File: config.mk
export PLATFORM = sky130hd
export DESIGN_NAME = pkt_flow_proc
export DESIGN_NICKNAME = d
export VERILOG_FILES = /design/src/rtl/pkt_flow_proc.sv
export SDC_FILE = /design/constraint.sdc
export NUM_CORES = 1
export LEC_CHECK = 0
export CORE_MARGIN = 2
export CORE_UTILIZATION = 50
export CTS_CLUSTER_SIZE = 25
export DETAILED_ROUTE_END_ITERATION = 10
export GPL_ROUTABILITY_DRIVEN = 0
export PLACE_DENSITY_LB_ADDON = 0.1
export SLEW_MARGIN = 20
export SYNTH_ARGS = -nofsm -noshare
export SYNTH_HDL_FRONTEND = slang
export SYNTH_SLANG_ARGS = --single-unit
File: constraint.sdc
create_clock -name clk -period 6 [get_ports clk]
set_input_delay 1.5 -clock clk [delete_from_list [all_inputs] [get_ports clk]]
set_output_delay 1.5 -clock clk [all_outputs]
set_load 0.005 [all_outputs]
File: src/rtl/pkt_flow_proc.sv
// -----------------------------------------------------------------------------
// pkt_flow_proc
//
// Store-and-forward packet flow processor. Checks sop/eop framing on the input
// beat stream, buffers each packet in an internal FIFO and replays it only once
// the whole packet has been received. Malformed packets and packets that
// overflow the buffer are discarded. Every terminated input packet produces one
// feedback pulse for upstream flow control.
//
// Ports:
//   clk           - single clock, rising edge
//   rst_n         - asynchronous reset, ACTIVE-HIGH despite the name
//   data_in_vld   - input beat valid
//   sop_in_vld    - first beat of packet (qualified by data_in_vld)
//   eop_in_vld    - last beat of packet (qualified by data_in_vld)
//   data_in       - input beat data
//   data_out_vld  - output beat valid (no backpressure)
//   sop_out_vld   - first output beat of packet
//   eop_out_vld   - last output beat of packet
//   data_out      - output beat data
//   fb_vld        - one-cycle pulse: an input packet has terminated
//   fb_eop        - with fb_vld: 1 = committed, 0 = dropped
//   fb_cnt        - parity of the committed packet count
// -----------------------------------------------------------------------------
module pkt_flow_proc #(
    parameter int DATA_WIDTH = 8,
    parameter int FIFO_DEPTH = 16
) (
    input  logic                  clk,
    input  logic                  rst_n,
    input  logic                  data_in_vld,
    input  logic                  sop_in_vld,
    input  logic                  eop_in_vld,
    input  logic [DATA_WIDTH-1:0] data_in,
    output logic                  data_out_vld,
    output logic                  sop_out_vld,
    output logic                  eop_out_vld,
    output logic [DATA_WIDTH-1:0] data_out,
    output logic                  fb_vld,
    output logic                  fb_eop,
    output logic                  fb_cnt
);

    localparam int AW = $clog2(FIFO_DEPTH);
    localparam int EW = DATA_WIDTH + 2;              // entry = {sop, eop, data}
    localparam logic [AW:0] PTR_ONE   = (AW+1)'(1);
    localparam logic [AW:0] DEPTH_OCC = (AW+1)'(FIFO_DEPTH);

    typedef enum logic [1:0] {
        S_IDLE,
        S_IN_PKT,
        S_DROP
    } state_t;

    state_t state_q, state_d;

    // Pointers carry one extra wrap bit so full/empty are distinguishable.
    logic [AW:0] wr_ptr_q,  wr_ptr_d;    // speculative write pointer
    logic [AW:0] cwr_ptr_q, cwr_ptr_d;   // committed write pointer = start of open packet
    logic [AW:0] rd_ptr_q,  rd_ptr_d;
    logic [AW:0] pkt_cnt_q, pkt_cnt_d;   // committed packets not yet fully read
    logic        rd_busy_q, rd_busy_d;   // read side is in the middle of a packet

    logic [EW-1:0] mem_q [FIFO_DEPTH];

    logic                  dout_vld_q;
    logic                  dout_sop_q;
    logic                  dout_eop_q;
    logic [DATA_WIDTH-1:0] dout_q;
    logic                  fb_vld_q;
    logic                  fb_eop_q;
    logic                  fb_cnt_q;

    logic          wr_en;
    logic          commit;
    logic          drop;
    logic          full;
    logic          rd_en;
    logic          rd_eop;
    logic [EW-1:0] rd_entry;

    // Occupancy counts uncommitted beats too, and uses only registered
    // pointers, so a read in the same cycle never frees room for a write.
    assign full = ((wr_ptr_q - rd_ptr_q) == DEPTH_OCC);

    // ------------------------------------------------------------------
    // Input framer
    // ------------------------------------------------------------------
    always_comb begin
        state_d   = state_q;
        wr_ptr_d  = wr_ptr_q;
        cwr_ptr_d = cwr_ptr_q;
        wr_en     = 1'b0;
        commit    = 1'b0;
        drop      = 1'b0;

        if (data_in_vld) begin
            case (state_q)
                S_IDLE: begin
                    // Beats without sop are stray and silently ignored.
                    if (sop_in_vld) begin
                        if (full) begin
                            if (eop_in_vld) begin
                                drop = 1'b1;
                            end else begin
                                state_d = S_DROP;
                            end
                        end else begin
                            wr_en    = 1'b1;
                            wr_ptr_d = wr_ptr_q + PTR_ONE;
                            if (eop_in_vld) begin
                                commit    = 1'b1;
                                cwr_ptr_d = wr_ptr_q + PTR_ONE;
                            end else begin
                                state_d = S_IN_PKT;
                            end
                        end
                    end
                end

                S_IN_PKT: begin
                    if (sop_in_vld || full) begin
                        // Framing error or overflow: rewind to the packet start,
                        // which is always the committed write pointer.
                        wr_ptr_d = cwr_ptr_q;
                        if (eop_in_vld) begin
                            drop    = 1'b1;
                            state_d = S_IDLE;
                        end else begin
                            state_d = S_DROP;
                        end
                    end else begin
                        wr_en    = 1'b1;
                        wr_ptr_d = wr_ptr_q + PTR_ONE;
                        if (eop_in_vld) begin
                            commit    = 1'b1;
                            cwr_ptr_d = wr_ptr_q + PTR_ONE;
                            state_d   = S_IDLE;
                        end
                    end
                end

                S_DROP: begin
                    if (eop_in_vld) begin
                        drop    = 1'b1;
                        state_d = S_IDLE;
                    end
                end

                default: state_d = S_IDLE;
            endcase
        end
    end

    // ------------------------------------------------------------------
    // Read side
    // ------------------------------------------------------------------
    always_comb begin
        rd_entry  = mem_q[rd_ptr_q[AW-1:0]];
        // Only committed packets are ever started, and a started packet is
        // fully committed, so the reader never touches uncommitted beats.
        rd_en     = rd_busy_q || (pkt_cnt_q != '0);
        rd_eop    = rd_en && rd_entry[EW-2];
        rd_ptr_d  = rd_en ? (rd_ptr_q + PTR_ONE) : rd_ptr_q;
        rd_busy_d = rd_en ? !rd_entry[EW-2] : rd_busy_q;

        pkt_cnt_d = pkt_cnt_q;
        case ({commit, rd_eop})
            2'b10:   pkt_cnt_d = pkt_cnt_q + PTR_ONE;
            2'b01:   pkt_cnt_d = pkt_cnt_q - PTR_ONE;
            default: pkt_cnt_d = pkt_cnt_q;
        endcase
    end

    // ------------------------------------------------------------------
    // State and output registers
    // ------------------------------------------------------------------
    always_ff @(posedge clk or posedge rst_n) begin
        if (rst_n) begin
            state_q    <= S_IDLE;
            wr_ptr_q   <= '0;
            cwr_ptr_q  <= '0;
            rd_ptr_q   <= '0;
            pkt_cnt_q  <= '0;
            rd_busy_q  <= 1'b0;
            dout_vld_q <= 1'b0;
            dout_sop_q <= 1'b0;
            dout_eop_q <= 1'b0;
            dout_q     <= '0;
            fb_vld_q   <= 1'b0;
            fb_eop_q   <= 1'b0;
            fb_cnt_q   <= 1'b0;
        end else begin
            state_q    <= state_d;
            wr_ptr_q   <= wr_ptr_d;
            cwr_ptr_q  <= cwr_ptr_d;
            rd_ptr_q   <= rd_ptr_d;
            pkt_cnt_q  <= pkt_cnt_d;
            rd_busy_q  <= rd_busy_d;
            dout_vld_q <= rd_en;
            dout_sop_q <= rd_en && rd_entry[EW-1];
            dout_eop_q <= rd_eop;
            if (rd_en) begin
                dout_q <= rd_entry[DATA_WIDTH-1:0];
            end
            fb_vld_q   <= commit || drop;
            fb_eop_q   <= commit;
            fb_cnt_q   <= fb_cnt_q ^ commit;
        end
    end

    // Buffer storage holds data only; validity is tracked by the pointers.
    always_ff @(posedge clk) begin
        if (wr_en) begin
            mem_q[wr_ptr_q[AW-1:0]] <= {sop_in_vld, eop_in_vld, data_in};
        end
    end

    assign data_out_vld = dout_vld_q;
    assign sop_out_vld  = dout_sop_q;
    assign eop_out_vld  = dout_eop_q;
    assign data_out     = dout_q;
    assign fb_vld       = fb_vld_q;
    assign fb_eop       = fb_eop_q;
    assign fb_cnt       = fb_cnt_q;

endmodule

==> summary.md, run 1 <==
| Metric | Value |
|---|---|
| Worst EP required | 6.31 ns |
| Status | finished, final reports clean |
| Vias in the first global route | 3868 |
| Final period utilization | 67.39% |
| MaxCap Viol Count | 0 |
| Die area | 17100 sq um |
| Clock Latency Late Sink | 0.43 ns |
| Mapped cell area | 8034 sq um |
| Die width | 130.8 um |
| Final total power | 4.357 mW |
| Most used routing layer | met2 |
| Min-delay worst type | reg2reg |
| Asr flop ratio synth | 18.78% |
| Placed cell count | 642 |
| Starting density of the core | 50.94% |
| Crit path buf inv count | 1 |
| Final ANT Viol Nets | 0 |
| Pin slew with the least headroom to its limit | 1.037 ns |
| Routed vias/inst | 5.644 |
| Register bit count reported by yosys | 197 |
| Area fraction of the dominant cell type after synthesis | 59.80% |
| Post-CTS sizing | 0 |
| Max Transition Viols Final | 0 |
| Drt total wl | 15550 um |
| Final setup violation count | 0 |
| Slowest cell delay on critical path | 0.56 ns |
| Layout cells sized above 1 | 22.49% |
| Crit-path max FO | 8 |
| Post-synth top flop | edfxtp_1 |
| Synthesized area per cell | 19.41 sq um |
| Cts hold-fix bufs | 0 |
| Synthesized Nets | 441 |
| Diode count | 0 |
| Placed cell areas | 8508 sq um |
| Num ports | 27 |
| Cell taking the most area after synthesis | edfxtp_1 |
| Area of the core | 15770 sq um |
| FMAX | 247.3 MHz |
| DRC | 0 |
| CP cell instances | clkdlybuf4s50_1 > nor2b_1 > nand2_1 > nor2_1 > nand2_2 > ha_1 > fa_1 > a21o_1 > a21oi_1 > xor2_1 > nor2_1 > xor2_1 |
| Tmin final | 4.043 ns |
| Average wire per standard cell | 23.07 um |
| Core Rows | 46 |
| Cell variety after synth | 44 |
| Gate Count Post-Synth | 414 |
| Synth top area cells | edfxtp_1 (60%), mux4_2 (14%), dfrtp_1 (12%) |
| Hold_ws | 0.4733 ns |
| RSZ-0062 raised after global routing | false |
| M3 GR Usage | 5.252% |
| Gr ovfl total | 0 |
| M2 GR Usage | 30.55% |
| Slew HR | 30.68% |
| Static Leakage | 3.096 nW |
| CP Class | in2reg |
| Most instantiated cells after synthesis | edfxtp_1 (160), mux4_2 (50), dfrtp_1 (37), and2_1 (15), mux2_2 (14) |
| Root Driver | clkbuf_16 |
| Initial detailed-routing violation count | 443 |
| Final Hold Violating Endpoints | 0 |
| CP arrival | 4.36 ns |
| Final TNS setup | 0 ns |
| Die Y | 130.8 um |
| Clock buffer depth | 2 |
| Num CTS Buffers | 17 |
| Antenna violations before repair | 0 |
| Crit. End Element | flip-flop |
| Worst path top cell family by delay | simple AND/OR/NAND/NOR gates |
| Nets | 472 |
| Clk sinks | 197 |
| Final Non-Filler Cells | 674 |
| Post-synth EDFFs | 160 |
| Largest net degree at the start of global routing | 43 |
| Ys Warns | 0 |
| Skew final | 0.009504 ns |
| Pwr dens | 479.6 nW/um^2 |
| First-pass GRT wire length | 23600 um |
| Dominant cell by count in the synthesized netlist | edfxtp_1 |
| Crit-path slowest cell | clkdlybuf4s50_1 |
| H-tree depth | 4 |
| Post-CTS Setup Repair Bufs | 0 |
| Post-route design area | 9085 sq um |
| Clock-pin slew on the worst setup and hold paths | 0.06 ns |
| P&R area growth vs syn | 13.08% |
| Maximum vdd ir drop | 214.8 uV |
| Met1 GRT Util | 28.71% |
| CTS tree | yes |
| IO Port Bufs | 26 |
| Dpl hpwl | 8861 um |
| Seq/Total Area, Yosys | 71.33% |
| GR Util All Layers | 20.04% |
| Via count | 3804 |
| Worst Setup Start Kind | input port |
| Pre-Repair DR Iteration Count | 4 |
## layout by cell type, fill, tap and decap left out, types with 11 or more instances in the layout
master | netlist | layout
and2_1 | 15 | 15
clkbuf_16 | 0 | 17
clkdlybuf4s50_1 | 0 | 26
dfrtp_1 | 37 | 35
edfxtp_1 | 160 | 160
ha_1 | 13 | 13
inv_1 | 12 | 11
mux2_2 | 14 | 14
mux4_2 | 50 | 50
nand2_1 | 12 | 12
nor2_1 | 11 | 11
## final timing paths
kind	startpoint	endpoint	slack (ns)	depth (start not counted)
worst max-delay path	data_in_vld	pkt_cnt_q[4]	1.96	12
worst min-delay path	pkt_cnt_q[4]	pkt_cnt_q[4]	0.47	1
worst max register to register	rd_ptr_q[0]	pkt_cnt_q[4]	2.32	13
worst min register to register	pkt_cnt_q[4]	pkt_cnt_q[4]	0.47	1
max in group asynchronous	rst_n	rd_ptr_q[1]	3.77	2
min in group asynchronous	rst_n	data_out[6]	1.59	2
## layer usage
| layer | vias up | part of all wire, % |
|---|---|---|
| li1 | 1709 | - |
| met1 | 2006 | 45 |
| met2 | 72 | 48 |
| met3 | 17 | 5.5 |
| met4 | 0 | 1.3 |
| met5 | - | 0 |
## state kept, by name, indices dropped and copies added, names as in the netlist, 2 cells and up
register / cells
mem_q: 160
cwr_ptr_q: 5
data_out: 8
pkt_cnt_q: 5
state_q: 2
rd_ptr_q: 5
wr_ptr_q: 5
## cell families (layout without fill, tap and decap cells)
logic type               after synthesis  in the layout  share of synthesized area, %
multiplexers                          68             68                         16.48
buffers and inverters                 31             75                         1.760
adder cells (fa/ha/maj)               14             14                         2.274
AND/OR/NAND/NOR                       58             58                         3.816
flip-flops                           197            197                         71.33
AO/OA/AOI/OAI                         30             30                         2.601
XOR/XNOR                              16             16                         1.744
## stage by stage
| step | util (%) | setup WS, ns |
|---|---|---|
| floorplan | - | 2.226 |
| global placement | 53.95 | 1.631 |
| detailed placement | 53.95 | 1.529 |
| CTS | 57.61 | 1.989 |
| global route | 57.61 | 1.811 |
| finish | 57.61 | 1.957 |
## report_power, final
group	internal [mW]	switching, mW	leakage, nW
clock network	0.628	0.491	0.277
registers	1.67	0.149	1.87
logic	0.768	0.648	0.945
total	3.07	1.29	3.10
## layout make-up
| cell class | instances | area, sq um |
|---|---|---|
| clock buffer | 21 | 450.4 |
| clock inverter | 11 | 126.4 |
| fill | 1213 | 6685 |
| inverter | 12 | 45.04 |
| multi-input combinational | 186 | 2162 |
| sequential | 197 | 5733 |
| tap | 216 | 270.3 |
| timing repair buffer | 31 | 297.8 |
Power figures use the tool's default switching activity.
==> run 2: changes to the inputs <==
Clock period 6 ns to 3.3 ns, I/O delays scaled along.
==> summary.md, run 2 (synthesis gave the netlist of run 1 again) <==
| Metric | Value |
|---|---|
| IO Port Bufs | 26 |
| Maximum vdd ir drop | 419.1 uV |
| Starting density of the core | 50.94% |
| Average wire per standard cell | 22.55 um |
| Area of the core | 15770 sq um |
| FF-to-FF path depth | 10 |
| Worst EP required | 3.61 ns |
| Dpl hpwl | 10670 um |
| Pin slew with the least headroom to its limit | 0.8955 ns |
| Clock-pin slew on the worst setup and hold paths | 0.07 ns |
| Crit-path slowest cell | mux4_2 |
| Die Y | 130.8 um |
| FMAX | 323.4 MHz |
| Clock network fraction of total power | 23.0% |
| End of the critical path | pkt_cnt_q[4] |
| Placed cell areas | 8891 sq um |
| Critical register-to-register path startpoint | rd_ptr_q[0] |
| Internal Power | 5.578 mW |
| Commonest non-fill, non-tap cell in the layout | edfxtp_1 |
| Routed vias/inst | 5.499 |
| Pre-Repair DR Iteration Count | 4 |
| Switching Share | 30.34% |
| Crit-path max FO | 8 |
| Flop pwr share | 41.0% |
| Largest net degree at the start of global routing | 25 |
| First-pass GRT wire length | 24720 um |
| CTS tree | yes |
| Gr ovfl total | 0 |
| Pwr dens | 850.0 nW/um^2 |
| Worst R2R End | pkt_cnt_q[4] |
| Final ANT Viol Nets | 0 |
| Num CTS Buffers | 17 |
| Cts hold-fix bufs | 0 |
| Worst R2R Setup Slack | 0.21 ns |
| Drt total wl | 16300 um |
| Final Hold Violating Endpoints | 0 |
| H-tree depth | 4 |
| Hold_ws | 0.4731 ns |
| Die area | 17100 sq um |
| Core Rows | 46 |
| Static Leakage | 3.317 nW |
| Vias in the first global route | 4085 |
| FILL cells | 1224 |
| Final total power | 8.007 mW |
| Num ports | 27 |
| Diode count | 0 |
| Tmin final | 3.092 ns |
| Clock Latency Late Sink | 0.43 ns |
| Layout cells sized above 1 | 29.98% |
| Nets | 521 |
| Switching power | 2.429 mW |
| Via count | 3976 |
| GR Util All Layers | 20.88% |
| Final setup violation count | 0 |
| Clock buffer depth | 2 |
| Final period utilization | 93.70% |
| Most frequent cells in the layout | edfxtp_1 (160), buf_4 (53), mux4_2 (50) |
| CP cell instances | mux4_2 > mux4_2 > and2_1 > ha_2 > fa_2 > a21o_1 > a21oi_2 > xor2_1 > nor2_1 > xor2_1 |
| Max Transition Viols Final | 0 |
| Clk sinks | 197 |
| MaxCap Viol Count | 0 |
| RSZ-0062 raised after global routing | false |
| CP Class | reg2reg |
| Logic pwr share | 36.1% |
| CP arrival | 3.40 ns |
| Slew HR | 39.93% |
| Worst Setup Start Kind | flip-flop |
| Antenna violations before repair | 0 |
| Root Driver | clkbuf_16 |
| Die width | 130.8 um |
| Post-route setup slack | 0.2078 ns |
| Status | finished, final reports clean |
| Min-delay worst type | reg2reg |
| DRC | 0 |
| Max reg flops | 160 |
| Crit. End Element | flip-flop |
| Initial detailed-routing violation count | 388 |
| Placement Setup Slack | -0.02806 ns |
| P&R area growth vs syn | 17.26% |
| Critical Path Source | rd_ptr_q[0] |
| Post-route design area | 9420 sq um |
| Slowest cell delay on critical path | 0.52 ns |
| Skew final | 0.01724 ns |
==> run 2: cell types whose count changed in the layout (fill, tap and decap cells not counted), sizes merged <==
cell      delta
clkinv       +2
clkbuf       -1
bufinv       -2
clkinvlp     +1
buf         +49
==> run 2: routing by layer <==
metal / wire length (um) / vias to the layer above / GRT usage (%)
li1: - / 1812 / -
met1: 6875 / 2059 / 28.62
met2: 8412 / 96 / 34.34
met3: 881 / 9 / 4.031
met4: 133 / 0 / 6.758
met5: 0 / - / 0
==> run 2: how the worst min path moves through the flow <==
stage | slack, ns | cells past startpoint | to | start
floorplan | 0.44 | 1 | pkt_cnt_q[4] | pkt_cnt_q[4]
global placement | 0.46 | 1 | fb_cnt | fb_cnt
detailed placement | 0.46 | 1 | pkt_cnt_q[4] | pkt_cnt_q[4]
CTS | 0.47 | 1 | pkt_cnt_q[4] | pkt_cnt_q[4]
global route | 0.50 | 1 | fb_cnt | fb_cnt
finish | 0.47 | 1 | fb_cnt | fb_cnt
==> run 2: power by group through the flow <==
stage	clock network, mW	logic [mW]	registers (mW)
final	1.84	2.89	3.28
after CTS	1.88	2.90	3.28
after global routing	1.97	3.16	3.33
after detailed placement	0	2.89	3.33
after floorplan	0	2.09	3.24
after global placement	0	2.81	3.32
==> run 2: layout make-up <==
cell class              count  area [sq um]  area share [%]
clock inverters            12         78.83          0.8368
clock buffers              20         436.7           4.635
inverters                  12         45.04          0.4782
flip-flops and latches    197          5733           60.86
repair buffers             80         678.2           7.199
multi-input cells         186          2178           23.12
well taps                 216         270.3           2.869
==> run 2: through the flow <==
step | utilization, % | setup TNS, ns | cells
after CTS | 59.65 | 0 | 722
after global routing | 59.74 | 0 | 723
after floorplan | - | 0 | 414
after global placement | 56.38 | -0.009395 | 690
final | 59.74 | 0 | 723
after detailed placement | 56.38 | -0.02806 | 690
==> run 2: worst max-delay path: cells and delay by family (launching register included) <==
family,cells,cell delay (ns)
AOI/OAI and AO/OA,2,0.33
xor gates and xnor gates,2,0.30
adders and majority gates,2,0.58
DFF,1,0.48
muxes,2,1.02
and+or+nand+nor,2,0.27
==> run 2: what timing repair did <==
action                     in CTS  in global routing
setup endpoints to repair       0                  1
buffers inserted                0                  1
gates resized for setup         0                  2
==> run 3: changes to the inputs <==
Settings changed: CTS_CLUSTER_DIAMETER set to 150.
==> results of run 3 <==
The final DEF is identical to that of run 2; final timing and power are the same.
